$ cat src/rtl/res_hex_formatter_pkg.sv
// Shared constants, state encoding and nibble helper for the hex result formatter.
package uart_fmt_pkg;

    localparam int RES_W   = 32;
    localparam int NIB_CNT = 8;

    localparam logic [7:0] ASC_0    = 8'h30;
    localparam logic [7:0] ASC_X    = 8'h78;
    localparam logic [7:0] ASC_CR   = 8'h0D;
    localparam logic [7:0] ASC_LF   = 8'h0A;
    localparam logic [7:0] ASC_A_UP = 8'h41;
    localparam logic [7:0] ASC_A_LO = 8'h61;

    typedef enum logic [2:0] {
        IDLE,
        PFX0,
        PFXX,
        SKIP,
        DIGIT,
        CR,
        LF
    } fmt_state_t;

    // Pick nibble i (0 = least significant) out of a result word.
    function automatic logic [3:0] nib_at(input logic [RES_W-1:0] v, input logic [2:0] i);
        return v[{i, 2'b00} +: 4];
    endfunction

endpackage

$ cat src/rtl/res_hex_formatter_if.sv
// Result-in / byte-out bus between the ALU stage, the formatter and the UART transmitter.
interface res_hex_formatter_if;
    import uart_fmt_pkg::*;

    logic             alu_done;
    logic [RES_W-1:0] calc_res;
    logic             tx_ready;
    logic [7:0]       tx_data;
    logic             tx_valid;
    logic             busy;
    logic             frame_done;
    logic             overrun;

    // Producer of results / consumer of bytes (ALU + transmitter side).
    modport master (
        output alu_done, calc_res, tx_ready,
        input  tx_data, tx_valid, busy, frame_done, overrun
    );

    // The formatter itself.
    modport slave (
        input  alu_done, calc_res, tx_ready,
        output tx_data, tx_valid, busy, frame_done, overrun
    );

endinterface

$ cat src/rtl/res_hex_formatter_nib2ascii.sv
// Combinational 4-bit nibble to ASCII hex character.
module nib2ascii
    import uart_fmt_pkg::*;
#(
    parameter bit UPPERCASE = 1'b1
) (
    input  logic [3:0] nib_i,
    output logic [7:0] asc_o
);

    // Digits map onto '0'..'9', letters onto the selected alphabet case.
    always_comb begin
        asc_o = ASC_0 + {4'h0, nib_i};
        if (nib_i > 4'd9)
            asc_o = (UPPERCASE ? ASC_A_UP : ASC_A_LO) + {4'h0, nib_i} - 8'd10;
    end

endmodule

$ cat src/rtl/res_hex_formatter.sv
// Captures an ALU result and streams it as "0x<hex>[CR LF]" over a valid/ready byte bus.
module res_hex_formatter
    import uart_fmt_pkg::*;
#(
    parameter bit UPPERCASE      = 1'b1,
    parameter bit SUPPRESS_ZEROS = 1'b1,
    parameter bit EOL_EN         = 1'b1
) (
    input  logic              clk,
    input  logic              rst,
    res_hex_formatter_if.slave fmt
);

    fmt_state_t       state_q;
    logic [RES_W-1:0] res_q;
    logic [2:0]       idx_q;
    logic [7:0]       tx_data_q;
    logic             tx_valid_q;
    logic             busy_q;
    logic             frame_done_q;
    logic             overrun_q;

    logic       accept;
    logic       final_accept;
    logic [2:0] sel_idx;
    logic [3:0] sel_nib;
    logic [7:0] sel_asc;

    assign accept = tx_valid_q && fmt.tx_ready;

    // The accept that closes the frame: LF, or the last digit when no line ending.
    assign final_accept = accept &&
        ((state_q == LF) || (state_q == DIGIT && idx_q == 3'd0 && !EOL_EN));

    // While a digit is on the bus, the byte to load on accept is the next lower nibble;
    // elsewhere the current index is the nibble about to be examined or shown.
    assign sel_idx = (state_q == DIGIT) ? idx_q - 3'd1 : idx_q;
    assign sel_nib = nib_at(res_q, sel_idx);

    nib2ascii #(.UPPERCASE(UPPERCASE)) u_nib2ascii (
        .nib_i (sel_nib),
        .asc_o (sel_asc)
    );

    // Frame sequencer with registered byte, valid and status outputs.
    // The first zero nibble is consumed on the PFXX accept, so each suppressed
    // leading zero costs exactly one bubble cycle in SKIP.
    always_ff @(posedge clk or posedge rst) begin
        if (rst) begin
            state_q      <= IDLE;
            res_q        <= '0;
            idx_q        <= '0;
            tx_data_q    <= 8'h00;
            tx_valid_q   <= 1'b0;
            busy_q       <= 1'b0;
            frame_done_q <= 1'b0;
            overrun_q    <= 1'b0;
        end else begin
            frame_done_q <= 1'b0;
            overrun_q    <= fmt.alu_done && (state_q != IDLE) && !final_accept;
            case (state_q)
                IDLE: if (fmt.alu_done) begin
                    res_q      <= fmt.calc_res;
                    idx_q      <= 3'(NIB_CNT - 1);
                    tx_data_q  <= ASC_0;
                    tx_valid_q <= 1'b1;
                    busy_q     <= 1'b1;
                    state_q    <= PFX0;
                end
                PFX0: if (accept) begin
                    tx_data_q <= ASC_X;
                    state_q   <= PFXX;
                end
                PFXX: if (accept) begin
                    if (SUPPRESS_ZEROS && sel_nib == 4'h0) begin
                        idx_q      <= idx_q - 3'd1;
                        tx_valid_q <= 1'b0;
                        state_q    <= SKIP;
                    end else begin
                        tx_data_q <= sel_asc;
                        state_q   <= DIGIT;
                    end
                end
                SKIP: begin
                    if (sel_nib == 4'h0 && idx_q != 3'd0) begin
                        idx_q <= idx_q - 3'd1;
                    end else begin
                        tx_data_q  <= sel_asc;
                        tx_valid_q <= 1'b1;
                        state_q    <= DIGIT;
                    end
                end
                DIGIT: if (accept) begin
                    if (idx_q != 3'd0) begin
                        idx_q     <= idx_q - 3'd1;
                        tx_data_q <= sel_asc;
                    end else if (EOL_EN) begin
                        tx_data_q <= ASC_CR;
                        state_q   <= CR;
                    end
                end
                CR: if (accept) begin
                    tx_data_q <= ASC_LF;
                    state_q   <= LF;
                end
                LF: ;
                default: state_q <= IDLE;
            endcase

            // Frame end overrides the case above; a coincident alu_done chains the next frame.
            if (final_accept) begin
                frame_done_q <= 1'b1;
                if (fmt.alu_done) begin
                    res_q      <= fmt.calc_res;
                    idx_q      <= 3'(NIB_CNT - 1);
                    tx_data_q  <= ASC_0;
                    tx_valid_q <= 1'b1;
                    busy_q     <= 1'b1;
                    state_q    <= PFX0;
                end else begin
                    tx_valid_q <= 1'b0;
                    busy_q     <= 1'b0;
                    state_q    <= IDLE;
                end
            end
        end
    end

    assign fmt.tx_data    = tx_data_q;
    assign fmt.tx_valid   = tx_valid_q;
    assign fmt.busy       = busy_q;
    assign fmt.frame_done = frame_done_q;
    assign fmt.overrun    = overrun_q;

endmodule

$ cat src/flat_wrapper.sv
// flat-port wrapper written by rule: the top's interface ports become plain ports
module res_hex_formatter_flat import uart_fmt_pkg::*;
#(
    parameter bit UPPERCASE      = 1'b1,
    parameter bit SUPPRESS_ZEROS = 1'b1,
    parameter bit EOL_EN         = 1'b1
)
  (clk, rst, fmt_alu_done, fmt_calc_res, fmt_tx_ready, fmt_tx_data, fmt_tx_valid, fmt_busy, fmt_frame_done, fmt_overrun);
  res_hex_formatter_if fmt_i ();
  input  logic clk;
  input  logic rst;
  input wire logic [$bits(fmt_i.alu_done)-1:0] fmt_alu_done;
  input wire logic [$bits(fmt_i.calc_res)-1:0] fmt_calc_res;
  input wire logic [$bits(fmt_i.tx_ready)-1:0] fmt_tx_ready;
  output wire logic [$bits(fmt_i.tx_data)-1:0] fmt_tx_data;
  output wire logic [$bits(fmt_i.tx_valid)-1:0] fmt_tx_valid;
  output wire logic [$bits(fmt_i.busy)-1:0] fmt_busy;
  output wire logic [$bits(fmt_i.frame_done)-1:0] fmt_frame_done;
  output wire logic [$bits(fmt_i.overrun)-1:0] fmt_overrun;
  assign fmt_i.alu_done = fmt_alu_done;
  assign fmt_i.calc_res = fmt_calc_res;
  assign fmt_i.tx_ready = fmt_tx_ready;
  assign fmt_tx_data = fmt_i.tx_data;
  assign fmt_tx_valid = fmt_i.tx_valid;
  assign fmt_busy = fmt_i.busy;
  assign fmt_frame_done = fmt_i.frame_done;
  assign fmt_overrun = fmt_i.overrun;
  res_hex_formatter #(.UPPERCASE(UPPERCASE), .SUPPRESS_ZEROS(SUPPRESS_ZEROS), .EOL_EN(EOL_EN)) u_core (.clk(clk), .rst(rst), .fmt(fmt_i));
endmodule
$ cat config.mk
export PLATFORM = sky130hd
export DESIGN_NAME = res_hex_formatter_flat
export DESIGN_NICKNAME = d
export VERILOG_FILES = /design/src/rtl/res_hex_formatter_pkg.sv /design/src/rtl/res_hex_formatter_if.sv /design/src/rtl/res_hex_formatter_nib2ascii.sv /design/src/rtl/res_hex_formatter.sv /design/src/flat_wrapper.sv
export SDC_FILE = /design/constraint.sdc
export NUM_CORES = 1
export LEC_CHECK = 0
export ABC_AREA = 0
export CAP_MARGIN = 20
export CORE_AREA = 2 2 90 92
export DETAILED_ROUTE_END_ITERATION = 8
export DIE_AREA = 0 0 92 94
export DONT_BUFFER_PORTS = 1
export SLEW_MARGIN = 20
export SYNTH_ARGS = -nofsm -noshare
export SYNTH_HDL_FRONTEND = slang
export SYNTH_SLANG_ARGS = --single-unit
$ cat constraint.sdc
create_clock -name clk -period 11.9 [get_ports clk]
set_input_delay 2.975 -clock clk [delete_from_list [all_inputs] [get_ports clk]]
set_output_delay 2.975 -clock clk [all_outputs]
set_load 0.005 [all_outputs]
==> impl_metrics.toml, run 1 <==
[worst_setup_path]
critPathArrivalTime_ps = 5210
critPathCaptureType = "flip-flop"
crit_type = "primary input to flip-flop"
crit_path_start_kind = "primary input"
cp.required_ps = 12100
path_max_fanout = 35

[clocking]
cts_inserted_buffers = 5
htreeDepth = 2
cts.sinks = 50
post-cts-setup-buffer-count = 0
cts_resized = 0
cts-root-buf = "clkbuf_8"
insertion_delay_ps = 310
cts_tree = "yes"
cts_hold_buf = 0
clockBufferDepth = 2
path_clk_slew_ps = 90

[logic_synthesis]
netlist_instances = 308
synth_edf_count = 0
synth_simple_gate_area_share_pct = 14.1
synth_compound_area_share_pct = 17.1
async_reset_ff_share_pct = 100
synth.distinct_cells = 56
synth-xor-area-share_pct = 1.35
synthFlopType = "dfrtp_1"
syn_nets = 348
syn_area_mm2 = 0.00314
synth_top_family_by_area = "multiplexers"
yosysWarningCount = 0
ys_ff_latch = 50
synthMuxAreaShare_pct = 22.0
ys_seq_area_share_pct = 39.8
syn_avg_cell_area_um2 = 10.2
yosys.area_share.adder_pct = 1.59

[route]
routedWlPerCell_um = 18.1
drt_iter0_markers = 152
drc_errors = 0
wl_mm = 7.28
drt_pass1_iterations = 5
vias = 2392
avgViaCountPerCell = 5.95
ant_nets = 0

[floorplan]
die_w_um = 92
io_pins = 48
core_area_mm2 = 0.00761
initial_core_util_pct = 41.3
fp.dieArea_mm2 = 0.00865
rows = 32
die_h_um = 94

[sta]
worst_slack_ps = 6900
min_period_ps = 5000
hold_viol = 0
fmax_mhz = 200
hold_ws_ps = 507
slew_headroom_pct = 35.1
finalCritPeriodShare_pct = 42.0
setup_tns_ps = 0
setup_violations = 0
fin_skew_ps = 5.26
rsz0062_at_grt = "false"
worst_pin_slew_ps = 972
final_max_slew_viol_count = 0

[global_route]
grt_antenna_before_repair = 0
grt_max_degree = 51
grt_first_pass_wirelength_mm = 12.2
grtUsageTotal_pct = 17.9
grt_pass1_vias = 2392
grt_overflow = 0

[pwr]
intPower_mw = 0.211
p_clk_share_pct = 36.3
sw_frac_of_total_pct = 23.0
p_seq_share_pct = 62.1
leakage_nw = 1.49
p_sw_mw = 0.0629
p_per_area_mw_per_mm2 = 83.1
peakVddDrop_mv = 0.0555
power_mw = 0.274
combPwrFrac_pct = 1.6

[status]
status = "completed"

[layout]
syn_to_final_growth_pct = 4.90
design_area_mm2 = 0.00329
utilization_pct = 43.3
drive_gt1_share_pct = 20.7
final_cell_count_no_fill = 402
diodes = 0
nNetsFinal = 340

[place]
dpl_cell_area_mm2 = 0.00321
dp.cells = 395
numPortBuffers = 0
dpl_worst_slack_ps = 6580
gp_congestion = 0.912
place_hpwl_mm = 5.09

[flow_run]
max_cap_violations = 0

[hold_path]
min-delay-path-class = "flip-flop to flip-flop"
synthesized netlist by cell type, types with 2 or more instances:
master / number / area, um2
a21oi_1: 15 / 75.1
a2bb2oi_1: 2 / 17.5
a311o_1: 2 / 20.0
a31oi_1: 3 / 18.8
a32oi_1: 3 / 26.3
and2_1: 3 / 18.8
buf_1: 2 / 7.51
buf_2: 2 / 10.0
buf_6: 2 / 22.5
clkbuf_1: 11 / 41.3
dfrtp_1: 50 / 1250
ha_1: 4 / 50.1
inv_1: 12 / 45.0
mux2_2: 33 / 372
mux2i_1: 15 / 150
mux4_1: 2 / 52.6
mux4_2: 4 / 90.1
nand2_1: 27 / 101
nand2b_1: 4 / 25.0
nand3_1: 10 / 50.1
nor2_1: 29 / 109
nor2b_1: 4 / 25.0
nor3_1: 7 / 35.0
o2111ai_1: 2 / 17.5
o211ai_1: 2 / 15.0
o21ai_0: 16 / 80.1
o221ai_1: 4 / 35.0
o22a_1: 2 / 17.5
o22ai_1: 5 / 31.3
o22ai_2: 2 / 25.0
o31ai_1: 2 / 15.0
xnor2_1: 3 / 26.3
worst max-delay path: stages:
cell and delay (ps):
nand2_1 340, nor2_1 470, a21oi_1 200, nor2_4 780, mux2_2 420
logic make-up after synthesis:
family | count (synthesis)
compound gates | 74
flops | 50
fa+ha+maj | 4
xor+xnor | 4
simple gates | 91
buf+inv | 29
mux | 56
layout by cell type, fill, tap and decap left out, types with 3 or more instances in the layout:
cell type  instances
mux2_2            33
nand3_1           10
a21oi_1           15
o221ai_1           4
nor2b_1            4
o22ai_1            5
mux2i_1           15
nor3_1             7
nand2_1           27
a32oi_1            3
mux4_2             4
clkbuf_8           5
nand2b_1           4
ha_1               4
inv_1             11
o21ai_0           16
xnor2_1            3
a31oi_1            3
and2_1             3
nor2_1            28
dfrtp_1           50
power groups by stage:
stage | Clock (mW) | Sequential [mW] | Combinational (mW)
CTS | 0.103 | 0.170 | 0.00451
detailed placement | 0 | 0.173 | 0.00451
floorplan | 0 | 0.173 | 0.00361
global placement | 0 | 0.173 | 0.00449
global route | 0.109 | 0.170 | 0.00529
finish | 0.0993 | 0.170 | 0.00428
metal layers:
layer	vias to the layer above	wire, um	global-route usage (%)	share of wire [%]
met5	-	0	0	0
li1	1110	-	-	-
met4	0	122	6.97	1.7
met3	14	637	4.98	8.7
met2	106	3270	27.4	45
met1	1162	3250	24.1	45
final timing paths:
| kind | cells past startpoint | slack (ps) | from | end |
|---|---|---|---|---|
| setup / recovery | 5 | 6900 | fmt_tx_ready | flip-flop |
| hold / removal | 1 | 510 | flip-flop | flip-flop |
| setup reg to reg | 11 | 7490 | u_core.state_q[1] | u_core.fmt.tx_data[1] |
| hold reg to reg | 1 | 510 | flip-flop | flip-flop |
| max in group asynchronous | 1 | 8670 | rst | asynchronous set/reset pin |
| min in group asynchronous | 1 | 2700 | rst | u_core.fmt.tx_data[6] |
cell type report:
type                       instances  area, um2
fill                             769       4310
multi-input combinational        229       1770
sequential                        50       1250
tap                              102        128
clock buffer                       5       68.8
inverter                          12       46.3
clock inverter                     2       15.0
timing repair buffer               2       15.0
Power figures use the tool's default switching activity.
==> run 2, diff against run 1 <==
- clock period: 11.9 -> 5.1 ns (I/O delays scaled with it)
==> run 2 against run 1 <==
Against the previous run: combinational power increased by 140%; sequential cell count is the same; worst hold slack improved by 9.1 ps; critical path depth increased by 6; largest power group unchanged.
==> impl_metrics.toml, run 2 (synthesis gave the netlist of run 1 again) <==
[status]
status = "completed"

[clocking]
cts_hold_buf = 0
cts-root-buf = "clkbuf_8"
cts.sinks = 50
cts_inserted_buffers = 5
clockBufferDepth = 2
post-cts-setup-buffer-count = 0
htreeDepth = 2
insertion_delay_ps = 320
cts_resized = 0
cts_tree = "yes"
path_clk_slew_ps = 110

[layout]
nNetsFinal = 344
syn_to_final_growth_pct = 6.25
utilization_pct = 43.9
layout_common_cells = "dfrtp_1 (50), mux2_2 (33), nor2_1 (28)"
drive_gt1_share_pct = 22.0
final_common_cell = "dfrtp_1"
diodes = 0

[global_route]
grt_first_pass_wirelength_mm = 12.1
grt_pass1_vias = 2320
grt_overflow = 0
grt_antenna_before_repair = 0
grtUsageTotal_pct = 17.9
grt_max_degree = 51

[flow_run]
max_cap_violations = 0

[place]
place_hpwl_mm = 5.40
numPortBuffers = 0
gp_congestion = 0.943

[worst_setup_path]
critPathArrivalTime_ps = 4310
critPathCaptureType = "flip-flop"
cpPeakStageDelay_ps = 620
crit_path_start_kind = "flip-flop"
crit_type = "flip-flop to flip-flop"
cp_slowest_cell = "dfrtp_1"
critical_path.top_delay_family = "multiplexers"
path_max_fanout = 13
cp.required_ps = 5310
worst-path-buf-inv = 1
path_cells = "inv_1 -> ha_1 -> a21oi_1 -> mux4_2 -> mux2i_1 -> ha_1 -> nand2_1 -> or3_4 -> o22a_1 -> o21ai_2 -> mux2_1"
crit_path_frequent_cell = "ha_1"

[route]
drt_pass1_iterations = 5
routedWlPerCell_um = 18.4
vias = 2407
ant_nets = 0
wl_mm = 7.49
drc_errors = 0
drt_iter0_markers = 174
avgViaCountPerCell = 5.91

[floorplan]
die_h_um = 94
die_w_um = 92
fp.dieArea_mm2 = 0.00865
rows = 32
initial_core_util_pct = 41.3
io_pins = 48
core_area_mm2 = 0.00761

[sta]
rsz0062_at_grt = "false"
finalCritPeriodShare_pct = 80.3
final_max_slew_viol_count = 0
fmax_mhz = 244
fin_skew_ps = 15.7
setup_violations = 0
slew_headroom_pct = 37.0
hold_viol = 0
min_period_ps = 4100
worst_pin_slew_ps = 942
setup_tns_ps = 0

[pwr]
leakage_nw = 1.52
peakVddDrop_mv = 0.141
power_mw = 0.669
p_per_area_mw_per_mm2 = 201

[hold_path]
min-delay-path-class = "flip-flop to flip-flop"
## run 2: power breakdown
part	leakage (nW)	switching [mW]	total, mW	internal, mW
registers	0.665	0.000194	0.397	0.397
logic	0.809	0.00872	0.0104	0.00170
clock network	0.0506	0.159	0.262	0.103
total	1.52	0.168	0.669	0.501
## run 2: area by class of cell
cell class,count,area (um2)
fill,751,4270
multi-input combinational,229,1770
sequential,50,1250
tap,102,128
clock buffer,5,68.8
timing repair buffer,6,45.0
inverter,12,45.0
clock inverter,3,28.8
## run 2: through the flow
step / setup slack (ps) / hold slack, ps / instances / area [um2]
2_1_floorplan: 1160 / 475 / 308 / 3140
3_3_place_gp: 1080 / 489 / 399 / 3240
3_5_place_dp: 994 / 495 / 399 / 3240
4_1_cts: 972 / 520 / 407 / 3340
5_1_grt: 717 / 540 / 407 / 3340
6_report: 1000 / 516 / 407 / 3340
## run 2: worst paths after layout
| kind | startpoint | endpoint | slack [ps] | cells past startpoint |
|---|---|---|---|---|
| min in group asynchronous | rst | u_core.fmt.tx_data[6] | 990 | 2 |
| hold / removal | flip-flop | flip-flop | 520 | 1 |
| setup reg to reg | u_core.idx_q[0] | u_core.state_q[0] | 1000 | 11 |
| max in group asynchronous | rst | asynchronous set/reset pin | 3670 | 2 |
| hold reg to reg | flip-flop | flip-flop | 520 | 1 |
| setup / recovery | u_core.idx_q[0] | u_core.state_q[0] | 1000 | 11 |
## run 2: per-layer routing
metal  part of all wire (%)  global-route usage [%]
met5                      0                       0
met4                    1.6                    5.22
met3                    7.6                    4.17
met2                     45                    27.5
met1                     45                    25.2
==> run 3, diff against run 2 <==
- clock period: 5.1 -> 3.4 ns (I/O delays scaled with it)
==> run 3 against run 2 <==
Against the previous run: sequential cell count stayed put; register-to-register slack worse by 890 ps; combinational power grew 40%; global-route usage rose by 0.25 points; sequential share of layout area down 2.5 points; fmax is 25% higher; sequential power rose by 50%; wire length shrank 0.64%; via count increased by 1.9%; clock power grew 32%; clock skew fell by 1.8 ps; worst hold slack worse by 7.2 ps; largest cell class unchanged; highest routed layer unchanged.
==> impl_metrics.toml, run 3 (synthesis gave the netlist of run 1 again) <==
[place]
gp_congestion = 0.867
dp.cells = 414
numPortBuffers = 0
place_hpwl_mm = 5.31

[sta]
final_max_slew_viol_count = 0
hold_ws_ps = 509
hold_viol = 0
slew_headroom_pct = 41.2
finalCritPeriodShare_pct = 96.6
worst_pin_slew_ps = 881
fin_skew_ps = 14.0
fmax_mhz = 305
min_period_ps = 3280
setup_violations = 0

[route]
drc_errors = 0
avgViaCountPerCell = 5.74
wl_mm = 7.44
drt_pass1_iterations = 5
routedWlPerCell_um = 17.4
drt_iter0_markers = 193
vias = 2453
ant_nets = 0

[global_route]
grtUsageTotal_pct = 18.1
grt_antenna_before_repair = 0
grt_first_pass_wirelength_mm = 12.3
grt_pass1_vias = 2356
grt_max_degree = 51
grt_overflow = 0

[worst_setup_path]
rr_worst_depth = 11
crit_path_start_kind = "flip-flop"
path_max_fanout = 5
rr_startpoint = "u_core.state_q[0]"
crit_type = "flip-flop to flip-flop"
cp.required_ps = 3600
rr_endpoint = "u_core.state_q[0]"
critPathArrivalTime_ps = 3480
r2r_slack_ps = 120
critPathCaptureType = "flip-flop"

[clocking]
cts_tree = "yes"
clockBufferDepth = 2
cts.sinks = 50
insertion_delay_ps = 310
cts-root-buf = "clkbuf_8"
cts_hold_buf = 0
cts_inserted_buffers = 5
htreeDepth = 2
path_clk_slew_ps = 100

[floorplan]
fp.dieArea_mm2 = 0.00865
initial_core_util_pct = 41.3
rows = 32
die_w_um = 92
io_pins = 48
die_h_um = 94
core_area_mm2 = 0.00761

[pwr]
leakage_nw = 1.61
peakVddDrop_mv = 0.163
p_clk_share_pct = 36.2
intPower_mw = 0.738
p_seq_share_pct = 62.3
p_sw_mw = 0.217
sw_frac_of_total_pct = 22.7
p_per_area_mw_per_mm2 = 267
combPwrFrac_pct = 1.5

[flow_run]
max_cap_violations = 0

[layout]
layout_common_cells = "dfrtp_1 (49), mux2_2 (33), nand2_1 (27), nor2_1 (27), buf_4 (27)"
final_cell_count_no_fill = 427
final_common_cell = "dfrtp_1"
diodes = 0
drive_gt1_share_pct = 29.2
utilization_pct = 47.0
nNetsFinal = 365
syn_to_final_growth_pct = 13.8

[hold_path]
whs_path_depth = 1
min-delay-path-class = "flip-flop to flip-flop"

[status]
status = "completed"
==> run 3: power groups by stage <==
stage                     Sequential (mW)  Combinational [mW]  Clock, mW
after floorplan                     0.607              0.0126          0
after global placement              0.607              0.0152          0
after detailed placement            0.607              0.0158          0
after CTS                           0.595              0.0159      0.354
after global routing                0.595              0.0180      0.373
final                               0.595              0.0146      0.346
==> run 3: per-stage QoR <==
stage                     cell area [um2]  setup WS [ps]  TNS (ps)  power, mW
after floorplan                      3240          -9.46     -9.46      0.619
after global placement               3420            129         0      0.622
after detailed placement             3420           41.2         0      0.623
after CTS                            3500           6.20         0      0.965
after global routing                 3570          -14.2     -17.4      0.986
final                                3570            117         0      0.955
==> run 3: critical path, stage by stage, from the launching register on <==
cell and delay (ps):
dfrtp_2 450, nor3b_4 260, buf_4 180, xnor2_4 160, mux4_2 570, mux2i_4 200
ha_4 170, nand2_1 60, or3_4 410, o22a_1 200, o21ai_2 160, mux2_1 340
==> run 3: layout make-up <==
cell class	count	area (um2)
Clock inverter	1	7.51
Fill cell	731	4030
Clock buffer	6	72.6
Multi-Input combinational cell	229	1870
Timing Repair Buffer	27	203
Tap cell	102	128
Sequential cell	50	1250
Inverter	12	46.3
==> run 3: timing repair <==
item,CTS,global route
buffers inserted,0,6
resized for setup,0,4
endpoints found under the setup margin,0,3
==> run 3: how the worst max path moves through the flow <==
stage / start / end / slack, ps / depth (start not counted)
after floorplan: u_core.state_q[1] / u_core.state_q[0] / -9 / 11
after global placement: u_core.state_q[1] / u_core.state_q[0] / 130 / 10
after detailed placement: u_core.state_q[1] / u_core.state_q[0] / 40 / 10
after CTS: u_core.state_q[1] / u_core.state_q[0] / 6 / 10
after global routing: u_core.state_q[0] / u_core.state_q[0] / -10 / 11
final: u_core.state_q[0] / u_core.state_q[0] / 120 / 11
==> run 3: per-layer routing <==
metal	track usage [%]	vias to the layer above	routed length (um)
li1	-	1172	-
met5	0	-	0
met2	27.8	99	3370
met3	4.57	7	550
met1	25.7	1175	3440
met4	4.73	0	82
